### src/rtl/vmicro16_apb_master.sv
// Core-side APB initiator: converts a valid/ready request into one SETUP/ACCESS
// transfer and returns a single-cycle response, with an optional wait-state timeout.
module vmicro16_apb_master #(
    parameter int BUS_WIDTH  = 16,
    parameter int DATA_WIDTH = 16,
    parameter int TIMEOUT    = 255
) (
    input  logic                  clk,
    input  logic                  reset,

    input  logic                  req_valid,
    output logic                  req_ready,
    input  logic [BUS_WIDTH-1:0]  req_addr,
    input  logic                  req_write,
    input  logic [DATA_WIDTH-1:0] req_wdata,

    output logic                  rsp_valid,
    output logic [DATA_WIDTH-1:0] rsp_rdata,
    output logic                  rsp_timeout,

    output logic [BUS_WIDTH-1:0]  M_PADDR,
    output logic                  M_PWRITE,
    output logic                  M_PSELx,
    output logic                  M_PENABLE,
    output logic [DATA_WIDTH-1:0] M_PWDATA,
    input  logic [DATA_WIDTH-1:0] M_PRDATA,
    input  logic                  M_PREADY
);

    localparam int CNT_W = (TIMEOUT > 0) ? $clog2(TIMEOUT + 1) : 1;
    // Abort fires on the edge that would bring the count up to TIMEOUT.
    localparam logic [CNT_W-1:0] CNT_LAST = CNT_W'(TIMEOUT - 1);
    localparam logic [CNT_W-1:0] CNT_MAX  = '1;

    typedef enum logic [1:0] {
        IDLE   = 2'd0,
        SETUP  = 2'd1,
        ACCESS = 2'd2
    } state_t;

    state_t                state, state_next;
    logic [CNT_W-1:0]      cnt, cnt_next;
    logic [BUS_WIDTH-1:0]  paddr_next;
    logic                  pwrite_next;
    logic                  psel_next;
    logic                  penable_next;
    logic [DATA_WIDTH-1:0] pwdata_next;
    logic                  rsp_valid_next;
    logic [DATA_WIDTH-1:0] rsp_rdata_next;
    logic                  rsp_timeout_next;

    assign req_ready = (state == IDLE);

    always_comb begin
        // NOTE: every signal gets a default before the case so no path leaves it unassigned (no latches).
        state_next       = state;
        cnt_next         = cnt;
        paddr_next       = M_PADDR;
        pwrite_next      = M_PWRITE;
        pwdata_next      = M_PWDATA;
        psel_next        = M_PSELx;
        penable_next     = M_PENABLE;
        rsp_valid_next   = 1'b0;
        rsp_rdata_next   = rsp_rdata;
        rsp_timeout_next = rsp_timeout;

        unique case (state)
            IDLE: begin
                psel_next    = 1'b0;
                penable_next = 1'b0;
                if (req_valid) begin
                    state_next  = SETUP;
                    paddr_next  = req_addr;
                    pwrite_next = req_write;
                    pwdata_next = req_wdata;
                    psel_next   = 1'b1;
                    cnt_next    = '0;
                end
            end
            SETUP: begin
                state_next   = ACCESS;
                psel_next    = 1'b1;
                penable_next = 1'b1;
            end
            ACCESS: begin
                if (M_PREADY) begin
                    state_next       = IDLE;
                    psel_next        = 1'b0;
                    penable_next     = 1'b0;
                    rsp_valid_next   = 1'b1;
                    rsp_timeout_next = 1'b0;
                    rsp_rdata_next   = M_PWRITE ? '0 : M_PRDATA;
                end else if ((TIMEOUT != 0) && (cnt == CNT_LAST)) begin
                    state_next       = IDLE;
                    psel_next        = 1'b0;
                    penable_next     = 1'b0;
                    rsp_valid_next   = 1'b1;
                    rsp_timeout_next = 1'b1;
                    rsp_rdata_next   = '0;
                end else if (cnt != CNT_MAX) begin
                    cnt_next = cnt + 1'b1;
                end
            end
            default: begin
                state_next   = IDLE;
                psel_next    = 1'b0;
                penable_next = 1'b0;
            end
        endcase
    end

    // NOTE: sequential state uses non-blocking assignments only.
    always_ff @(posedge clk or posedge reset) begin
        if (reset) begin
            state       <= IDLE;
            cnt         <= '0;
            M_PADDR     <= '0;
            M_PWRITE    <= 1'b0;
            M_PSELx     <= 1'b0;
            M_PENABLE   <= 1'b0;
            M_PWDATA    <= '0;
            rsp_valid   <= 1'b0;
            rsp_rdata   <= '0;
            rsp_timeout <= 1'b0;
        end else begin
            state       <= state_next;
            cnt         <= cnt_next;
            M_PADDR     <= paddr_next;
            M_PWRITE    <= pwrite_next;
            M_PSELx     <= psel_next;
            M_PENABLE   <= penable_next;
            M_PWDATA    <= pwdata_next;
            rsp_valid   <= rsp_valid_next;
            rsp_rdata   <= rsp_rdata_next;
            rsp_timeout <= rsp_timeout_next;
        end
    end

endmodule

### config.mk
export PLATFORM = sky130hd
export DESIGN_NAME = vmicro16_apb_master
export DESIGN_NICKNAME = d
export VERILOG_FILES = /design/src/rtl/vmicro16_apb_master.sv
export SDC_FILE = /design/constraint.sdc
export NUM_CORES = 1
export LEC_CHECK = 0
export CAP_MARGIN = 5
export CORE_MARGIN = 1.5
export CORE_UTILIZATION = 40
export CTS_CLUSTER_DIAMETER = 200
export CTS_CLUSTER_SIZE = 28
export DETAILED_ROUTE_END_ITERATION = 8
export GPL_ROUTABILITY_DRIVEN = 1
export GPL_TIMING_DRIVEN = 0
export MAX_ROUTING_LAYER = met4
export PLACE_DENSITY = 0.76
export SYNTH_ARGS = -nofsm -noshare
export SYNTH_HDL_FRONTEND = slang
export SYNTH_SLANG_ARGS = --single-unit
### constraint.sdc
create_clock -name clk -period 2.53 [get_ports clk]
set_clock_uncertainty 0.05 [all_clocks]
set_input_delay 0.759 -clock clk [delete_from_list [all_inputs] [get_ports clk]]
set_output_delay 0.759 -clock clk [all_outputs]
set_load 0.005 [all_outputs]
Word-level counts from Yosys, hierarchy flattened
Cells that the tools add are included.
{ "classes": {"add_sub_neg": 1, "n_eq_ne": 9, "n_mux": 22, "n_reduce_logical": 7} }
{ "ops": {"columns": ["op", "count"], "rows": [
  ["16-bit 2-to-1 mux", 3],
  ["8-bit 2-to-1 mux", 4],
  ["8-bit one-hot mux with 2 select lines", 1],
  ["8-bit by 1-bit adder with 8-bit output, second input constant", 1],
  ["8-bit == test, second input constant", 1],
  ["1-bit 2-to-1 mux", 8],
  ["2-bit inequality test, second input constant", 4],
  ["8-bit inequality test, second input constant", 1],
  ["2-bit 2-to-1 mux", 3],
  ["2-bit one-hot mux with 3 select lines", 1],
  ["2-bit AND reduction", 3],
  ["5-bit AND reduction", 1],
  ["2-bit nonzero test", 2],
  ["3-bit inequality test, second input constant", 1],
  ["1-bit one-hot mux with 3 select lines", 1],
  ["2-bit by 1-bit == test with 1-bit output, second input constant", 1],
  ["2-bit == test, second input constant", 1],
  ["2-bit zero test", 1],
  ["1-bit one-hot mux with 2 select lines", 1]
]} }
{ "word_totals": {"regBits": 63, "input_bits": 53, "output_inout_bits": 54} }

Logic depth before layout (Yosys ltp)
{ "depth": {"word_depth": 5, "depth_mapped": 6, "mapped_depth_nobuf": 6} }

Least setup slack after synthesis
No wires, ideal clock.
{ "synth_path": {"path_kind": "input to register", "startpoint": "input port M_PREADY", "endpoint": "register cnt[5]", "arrival_time_ns": 1.632, "slack_ns": 0.784, "path_stages": 4, "path_cell_list": "or3b_1 clkbuf_1 nor4b_1 a211o_1"} }
{ "synth_via": {"elab_chain_len": 2} }
{ "synth_rtl": {"columns": ["element", "line_no", "rtl"], "rows": [
  ["start, declared", "27", "input logic M_PREADY"],
  ["2-bit inequality test (no source line)", null, null],
  ["5-bit AND reduction (no source line)", null, null],
  ["end signal, assigned", "127", "cnt <= cnt_next;"],
  ["end, declared", "42", "logic [CNT_W-1:0] cnt, cnt_next;"]
]} }
Every way passes these cells.
A chain may end at the register's enable or synchronous reset.

Worst setup path in the final report
{ "layout_path": {"startpoint": "register state[0]", "endpoint": "output port req_ready"} }
{ "layout_via": {"elab_chain_len": 1} }
{ "layout_rtl": {"columns": ["element", "line_no", "rtl"], "rows": [
  ["start, declared", "41", "state_t state, state_next;"],
  ["start signal, assigned", "126", "state <= state_next;"],
  ["2-bit zero test", "52", "assign req_ready = (state == IDLE);"],
  ["end, declared", "12", "output logic req_ready,"]
]} }
Every way passes these cells.

==> impl_metrics.py <==
metrics = {
    "synthesis": {
        "yosys_register_bits": 63,
        "synthCells": 188,
        "syn_nets": 243,
        "synthFlopType": "dfrtp_1",
        "netlist_top_cells_area": "dfrtp_1, mux2_1, a22o_1, mux2_2, nor2_1",
        "yosys_warnings": 0,
        "avgSynthCellArea_um2": 13.62,
        "netlist.area_leader.share_pct": 61.55,
        "yosysTopAreaCell": "dfrtp_1",
        "yosysUniqueCellTypes": 35,
        "syn_area_mm2": 0.002561,
        "yosysSeqAreaShare_pct": 61.55,
        "synth_edf_count": 0,
        "async_reset_ff_share_pct": 100.0,
    },
    "cts": {
        "cts_num_sinks": 63,
        "clk_path_buf_depth": 2,
        "cts_tree": "built",
        "ctsHoldBuffers": 0,
        "post-cts-setup-buffers": 0,
        "htree_levels": 3,
        "clk_latency_ns": 0.33,
        "cts_root_buf": "clkbuf_8",
        "cts_inserted_buffers": 9,
        "path_clk_slew_ns": 0.07,
        "cts_resized": 0,
    },
    "job": {
        "drv_cap": 0,
    },
    "layout": {
        "antenna_cells": 0,
        "mostFrequentLayoutCell": "clkdlybuf4s50_1",
        "area_delta_synth_final_pct": 52.86,
        "n_fill_cell": 484,
        "layout_common_cells": "clkdlybuf4s50_1, dfrtp_1, mux2_1",
        "multi_input_area_um2": 904.6,
        "seq_area_mm2": 0.001577,
        "drive_gt1_share_pct": 10.97,
        "nets": 361,
    },
    "critical_path": {
        "worstPathMaxFanout": 8,
        "crit_required_ns": 1.72,
        "critPathLaunchType": "flop",
        "cp_data_arrival_time_ns": 1.48,
        "cp-end-kind": "output port",
        "critPathKind": "reg -> out",
    },
    "floorplan": {
        "core_area_mm2": 0.006061,
        "die_w_um": 83.02,
        "initial_core_util_pct": 42.26,
        "ioPinCount": 107,
        "die-area_mm2": 0.006892,
        "placementRows": 28,
        "fp.dieH_um": 83.02,
    },
    "timing": {
        "final.period_utilization_pct": 90.59,
        "hold_violations": 0,
        "worst_slew_pin_slew_ns": 0.6254,
        "rsz0062_at_grt": "false",
        "whs_ns": 0.4337,
        "finalSetupTns_ns": 0,
        "maxSlewViolCount": 0,
        "finalSetupViolCount": 0,
        "min_period_ns": 2.292,
        "max_clock_freq_ghz": 0.4363,
        "slew_headroom_pct": 58.25,
    },
    "placed_design": {
        "gp_congestion": 0.8826,
        "numPortBuffers": 106,
        "detailed_place_hpwl_mm": 4.201,
    },
    "route": {
        "top_layer": "met4",
        "wl_per_cell_um": 15.32,
        "met3_length_um": 315,
        "viasPerCell": 5.062,
        "drt_pass1_iterations": 4,
        "wl_mm": 5.898,
        "ant_nets": 0,
        "dr_total_vias": 1949,
        "dr_wl_met2_mm": 2.822,
        "wl_met1_mm": 2.652,
        "drt_iter0_drc": 60,
        "drc": 0,
    },
    "status": {
        "status": "finished clean",
    },
    "power": {
        "p_per_area_mw_per_mm2": 1074,
        "peakVddDrop_mv": 0.6820,
        "leakagePower_nw": 1.684,
    },
    "min_path": {
        "hp-class": "reg -> reg",
    },
    "global_route": {
        "track_usage_pct": 18.43,
        "grt_pass1_vias": 2026,
        "grt_max_degree": 36,
        "antenna_found_initial": 0,
        "grt_pass1_wl_mm": 9.804,
        "grt_overflow_total": 0,
    },
}
-- final cells by class --
cell class | count | area share [%]
plain buffers | 10 | 1.566
clock buffers | 11 | 3.356
clock inverters | 4 | 1.214
inverters | 5 | 0.4794
multi-input cells | 110 | 23.11
flip-flops and latches | 63 | 40.27
well taps | 75 | 2.397
repair buffers | 107 | 27.61
-- Yosys cell counts (2+ instances only) --
master,count
dfrtp_1,63
mux2_1,28
a22o_1,18
nor2_1,8
mux2_2,6
nand2_1,6
inv_1,5
buf_2,4
nand2b_1,4
nand3_1,4
and2_1,3
buf_4,3
nor3_1,3
o21ai_0,3
a21oi_1,2
a221o_1,2
a31oi_1,2
and4_1,2
clkbuf_1,2
ha_1,2
nand4_1,2
o21a_1,2
o22ai_1,2
-- path summary, 6_finish.rpt --
check	slack [ns]	end	cells past startpoint	start
max	0.24	req_ready	2	state[0]
min	0.43	M_PADDR[12]	1	M_PADDR[12]
max reg2reg	0.68	cnt[1]	6	cnt[0]
min reg2reg	0.43	M_PADDR[12]	1	M_PADDR[12]
max in group asynchronous	1.06	M_PADDR[9]	3	reset
min in group asynchronous	0.77	M_PWDATA[8]	2	reset
-- per-layer routing --
| layer | GRT usage (%) | vias to the layer above |
|---|---|---|
| met5 | - | - |
| met1 | 23.01 | 962 |
| met4 | 8.182 | 0 |
| met2 | 28.23 | 58 |
| met3 | 4.970 | 11 |
| li1 | - | 918 |
-- flip-flops by register name, summed over array words and instances (netlist names) --
register,cells
cnt,8
M_PENABLE,1
M_PWRITE,1
rsp_timeout,1
rsp_rdata,16
M_PSELx,1
M_PADDR,16
rsp_valid,1
M_PWDATA,16
state,2
-- stage by stage --
stage | cells | util (%) | worst slack [ns] | instance area [um2] | power [mW]
2_1_floorplan | 188 | - | 0.1513 | 2561 | 2.333
3_3_place_gp | 369 | 61.31 | -0.9719 | 3716 | 3.358
3_5_place_dp | 370 | 61.64 | 0.1341 | 3736 | 3.410
4_1_cts | 385 | 64.60 | 0.2188 | 3915 | 4.260
5_1_grt | 385 | 64.60 | 0.1618 | 3915 | 4.455
6_report | 385 | 64.60 | 0.2381 | 3915 | 4.203
-- critical path, cell delays in order (launching register included) --
cell and delay, ns:
dfrtp_1 0.46, nor2_1 0.16, clkdlybuf4s50_1 0.53
-- logic make-up after synthesis --
kind of cell,Yosys count,share of synthesized area [%]
flip-flops,63,61.55
AND/OR/NAND/NOR,38,8.159
adder cells (fa/ha/maj),2,0.9769
AO/OA/AOI/OAI,36,11.24
multiplexers,34,14.95
buffers and inverters,15,3.127
-- power by group --
group	total (mW)	switching (mW)	leakage (nW)	internal, mW
combinational	1.70	0.575	0.812	1.13
sequential	1.68	0.246	0.783	1.43
clock	0.823	0.376	0.0892	0.447
total	4.20	1.20	1.68	3.01
Note: power is estimated with default switching activity, not from simulation.
==> RTL edit 1 (config.mk and constraints unchanged) <==
Register the output `rsp_timeout` once more, cleared by the reset; this adds one clock of latency there. The other outputs are not delayed to match.
--- a/src/rtl/vmicro16_apb_master.sv
+++ b/src/rtl/vmicro16_apb_master.sv
@@ -39,4 +39,6 @@
     } state_t;
 
+    logic rsp_timeout_s0;
+
     state_t                state, state_next;
     logic [CNT_W-1:0]      cnt, cnt_next;
@@ -63,5 +65,5 @@
         rsp_valid_next   = 1'b0;
         rsp_rdata_next   = rsp_rdata;
-        rsp_timeout_next = rsp_timeout;
+        rsp_timeout_next = rsp_timeout_s0;
 
         unique case (state)
@@ -122,5 +124,5 @@
             rsp_valid   <= 1'b0;
             rsp_rdata   <= '0;
-            rsp_timeout <= 1'b0;
+            rsp_timeout_s0 <= 1'b0;
         end else begin
             state       <= state_next;
@@ -133,5 +135,13 @@
             rsp_valid   <= rsp_valid_next;
             rsp_rdata   <= rsp_rdata_next;
-            rsp_timeout <= rsp_timeout_next;
+            rsp_timeout_s0 <= rsp_timeout_next;
+        end
+    end
+
+    always_ff @(posedge clk or posedge reset) begin
+        if (reset) begin
+            rsp_timeout <= '0;
+        end else begin
+            rsp_timeout <= rsp_timeout_s0;
         end
     end
Formal check against the unedited RTL: same outputs for any inputs over 10 cycles, from zero or initial values and one cycle with reset high; that may be too few to reach the edited logic, so the function may still have changed.
==> RTL edit 1 against the unedited design <==
Routed wire length fell by 3.2%. Core utilization fell by 2.4 points. Worst setup slack improved by 0.0040 ns. Sequential cell count rose by 1. Clock power fell by 10%. Power fell by 1.5%. Fmax rose by 0.17%. Combinational power barely moved. Final area rose by 0.35%. Area after synthesis rose by 0.98%. Largest power group is now registers.
==> RTL edit 1: results (changes against the unedited design) <==
| Metric | Value |
|---|---|
| Placed Area | 3760 um2 (+0.74%) |
| First-pass GRT wire length | 9630 um (-1.8%) |
| Worst vdd ir | 0.000587 V (-14%) |
| DR vias | 1971 (+1.1%) |
| Outcome | finished clean |
| Global routing usage on met3 | 4.47% (-0.50 points) |
| DP Wirelength | 4070 um (-3.1%) |
| WL met2 | 2750 um (-2.4%) |
| WL met3 | 316 um (+0.32%) |
| Post-synth top cells | dfrtp_1, mux2_1, a22o_1 |
| Min-delay src | rsp_timeout_s0$_DFFE_PP0P_ |
| Vias in the first global route | 2015 (-0.54%) |
| Met2 Use GR | 27.3% (-0.96 points) |
| Placer Congestion | 0.785 (-11%) |
| Area contributors post-synth | dfrtp_1, mux2_1, a22o_1 |
| DP Worst Slack | 0.104 ns (-0.0304 ns) |
| Met1 wire length | 2560 um (-3.4%) |
| Iteration-0 DRC Markers | 132 (+120%) |
| Mapped Nets | 244 (+0.41%) |
| Final #Nets | 362 (+0.28%) |
| Final non-filler cell total | 389 (+1.0%) |
| Slew headroom | 56.8% (-1.4 points) |
| Routed WL | 5710 um (-3.2%) |
| Register area share after synthesis | 61.9% (+0.37 points) |
| Share of cells above drive strength 1 | 11.2% (+0.25 points) |
## RTL edit 1: per-stage QoR
stage	TNS (ns)	hold WS, ns	total power, mW	util (%)
final	0	0.326	4.14	62.2
after global routing	0	0.354	4.41	62.2
after CTS	0	0.329	4.20	62.2
after detailed placement	0	0.315	3.43	59.6
after global placement	-65.04	0.315	3.37	59.3
after floorplan	0	0.304	2.35	-
## RTL edit 1: logic make-up after synthesis
family | count (synthesis) | share of synthesized area [%]
buffers and inverters | 15 | 3.10
flip-flops | 64 | 61.9
adder cells (fa/ha/maj) | 2 | 0.967
multiplexers | 34 | 14.8
AO/OA/AOI/OAI | 36 | 11.1
AND/OR/NAND/NOR | 38 | 8.08
## RTL edit 1: final timing paths
check,slack (ns),endpoint,cells past startpoint
worst max register to register,0.66,cnt[1]$_DFFE_PP0P_,6
worst max-delay path,0.24,req_ready,2
min in group asynchronous,0.78,M_PWDATA[12]$_DFFE_PP0P_,2
worst min-delay path,0.33,rsp_timeout$_DFF_PP0_,0
worst min register to register,0.33,rsp_timeout$_DFF_PP0_,0
max in group asynchronous,1.04,M_PADDR[8]$_DFFE_PP0P_,3
## RTL edit 1: power by group
| group | internal [mW] | switching [mW] | total [mW] |
|---|---|---|---|
| logic | 1.13 | 0.570 | 1.70 |
| clock network | 0.376 | 0.364 | 0.740 |
| registers | 1.45 | 0.255 | 1.70 |
| total | 2.95 | 1.19 | 4.14 |
## RTL edit 1: layout make-up
cell class | instances | area, um2
Sequential cell | 64 | 1600
Timing Repair Buffer | 107 | 1080
Buffer | 10 | 61.3
Fill cell | 507 | 2380
Clock inverter | 4 | 20.0
Clock buffer | 12 | 145
Tap cell | 77 | 96.3
Inverter | 5 | 18.8
Multi-Input combinational cell | 110 | 905
==> RTL edit 2 (config.mk and constraints unchanged) <==
Made on the original files. Change the parameter `TIMEOUT` from 255 to 510.
--- a/src/rtl/vmicro16_apb_master.sv
+++ b/src/rtl/vmicro16_apb_master.sv
@@ -4,5 +4,5 @@
     parameter int BUS_WIDTH  = 16,
     parameter int DATA_WIDTH = 16,
-    parameter int TIMEOUT    = 255
+    parameter int TIMEOUT    = 510
 ) (
     input  logic                  clk,
Behaviour: same outputs for any inputs over 10 cycles, from zero or initial values and one cycle with reset high; that may be too few to reach the edited logic, so the function may still have changed.
==> RTL edit 2 against the unedited design <==
Routed wire length increased by 4.2%. Critical path depth unchanged. Area after synthesis decreased by 0.59%. Power increased by 0.95%. Register-to-register slack got worse by 0.34 ns. Via count increased by 10%. Final area increased by 0.13%. Sequential cell count increased by 1. Worst setup slack improved by 0.0092 ns.
==> RTL edit 2: results (changes against the unedited design) <==
| Metric | Value |
|---|---|
| Outcome | finished clean |
| Worst hold endpoint | M_PADDR[9]$_DFFE_PP0P_ |
| First-pass GRT wire length | 9920 um (+1.2%) |
| Yosys warnings | 0 (unchanged) |
| Final #Nets | 427 (+18%) |
| Worst vdd ir | 0.000607 V (-11%) |
| Mean area per synthesized cell | 10.1 um2 (-26%) |
| WL met2 | 2840 um (+0.60%) |
| Placer Congestion | 0.779 (-12%) |
| Adder-Cell Fraction of Synth Area | 1.47% (+0.50 points) |
| R2R cell count | 9 (+3) |
| R2r setup slk | 0.34 ns (-0.34 ns) |
| Share of cells above drive strength 1 | 6.38% (-4.6 points) |
| Least-Margin Pin Slew | 0.813 ns (+0.187 ns) |
| WHS | 0.424 ns (-0.00996 ns) |
| Register area share after synthesis | 62.9% (+1.3 points) |
| Worst-path fanout max | 7 (-1) |
| Reg2reg start | cnt[4]$_DFFE_PP0P_ |
| DP Worst Slack | -0.0533 ns (-0.187 ns) |
| Iteration-0 DRC Markers | 80 (+33%) |
| Post-synthesis mux area share | 1.23% (-14 points) |
| Mapped Nets | 309 (+27%) |
| Drt pass-1 iters | 5 (+1) |
| Placed Area | 3720 um2 (-0.40%) |
| Met1 wire length | 2700 um (+1.8%) |
| Area contributors post-synth | dfrtp_1, nand2_1, a22o_1 |
| Placed cell count | 435 (+18%) |
| Per-cell routed wire length | 13.6 um (-11%) |
| Min-delay src | M_PADDR[9]$_DFFE_PP0P_ |
| DP Wirelength | 4540 um (+8.1%) |
| Lkg Pwr | 1.85 nW (+9.6%) |
| GR Layer Usage met1 | 23.8% (+0.82 points) |
| Worst Setup SP | state[0]$_DFFE_PP0P_ |
| Power Internal | 2.98 mW (-0.81%) |
| Met2 Use GR | 31.1% (+2.8 points) |
| Worst-path clk slew | 0.06 ns |
| Global routing usage on met3 | 5.57% (+0.60 points) |
| Post-synthesis compound-gate area fraction | 11.2% (-0.081 points) |
| Clock group | 865 uW (+5.1%) |
| Post-route setup slack | 0.247 ns (+0.00921 ns) |
| Via density per instance | 4.76 (-5.9%) |
| WL met3 | 519 um (+65%) |
| R2R Path End | cnt[3]$_DFFE_PP0P_ |
| GRT Util Overall | 19.8% (+1.3 points) |
| Hold Path Stages | 2 (+1) |
| Routed WL | 6150 um (+4.2%) |
| Pin count of the biggest net entering global routing | 39 (+8.3%) |
| Synth unique cells | 33 (-5.7%) |
| Post-synth top cells | nand2_1, dfrtp_1, a22o_1 |
RTL edit 2: changes by cell type after synthesis, moves of 3 or more:
| cell | unedited run | this run |
|---|---|---|
| inv_1 | 5 | 9 |
| clkbuf_1 | 2 | 5 |
| nand2_1 | 6 | 105 |
| mux2_2 | 6 | 1 |
| a21oi_1 | 2 | 6 |
| buf_4 | 3 | 0 |
| mux2_1 | 28 | 0 |
| and2_1 | 3 | 0 |
| nand2b_1 | 4 | 1 |
RTL edit 2: area by class of cell:
class / instances / area, um2
timing repair buffer: 107 / 1080
clock inverter: 3 / 40.0
multi-input combinational: 169 / 862
tap: 75 / 93.8
buffer: 11 / 48.8
sequential: 64 / 1600
clock buffer: 13 / 159
fill: 495 / 2110
inverter: 9 / 33.8
RTL edit 2: cell families (layout without fill, tap and decap cells):
logic type	count (synthesis)	after routing
AND/OR/NAND/NOR	125	125
buffers and inverters	20	143
adder cells (fa/ha/maj)	3	3
AO/OA/AOI/OAI	38	38
multiplexers	3	3
flip-flops	64	64
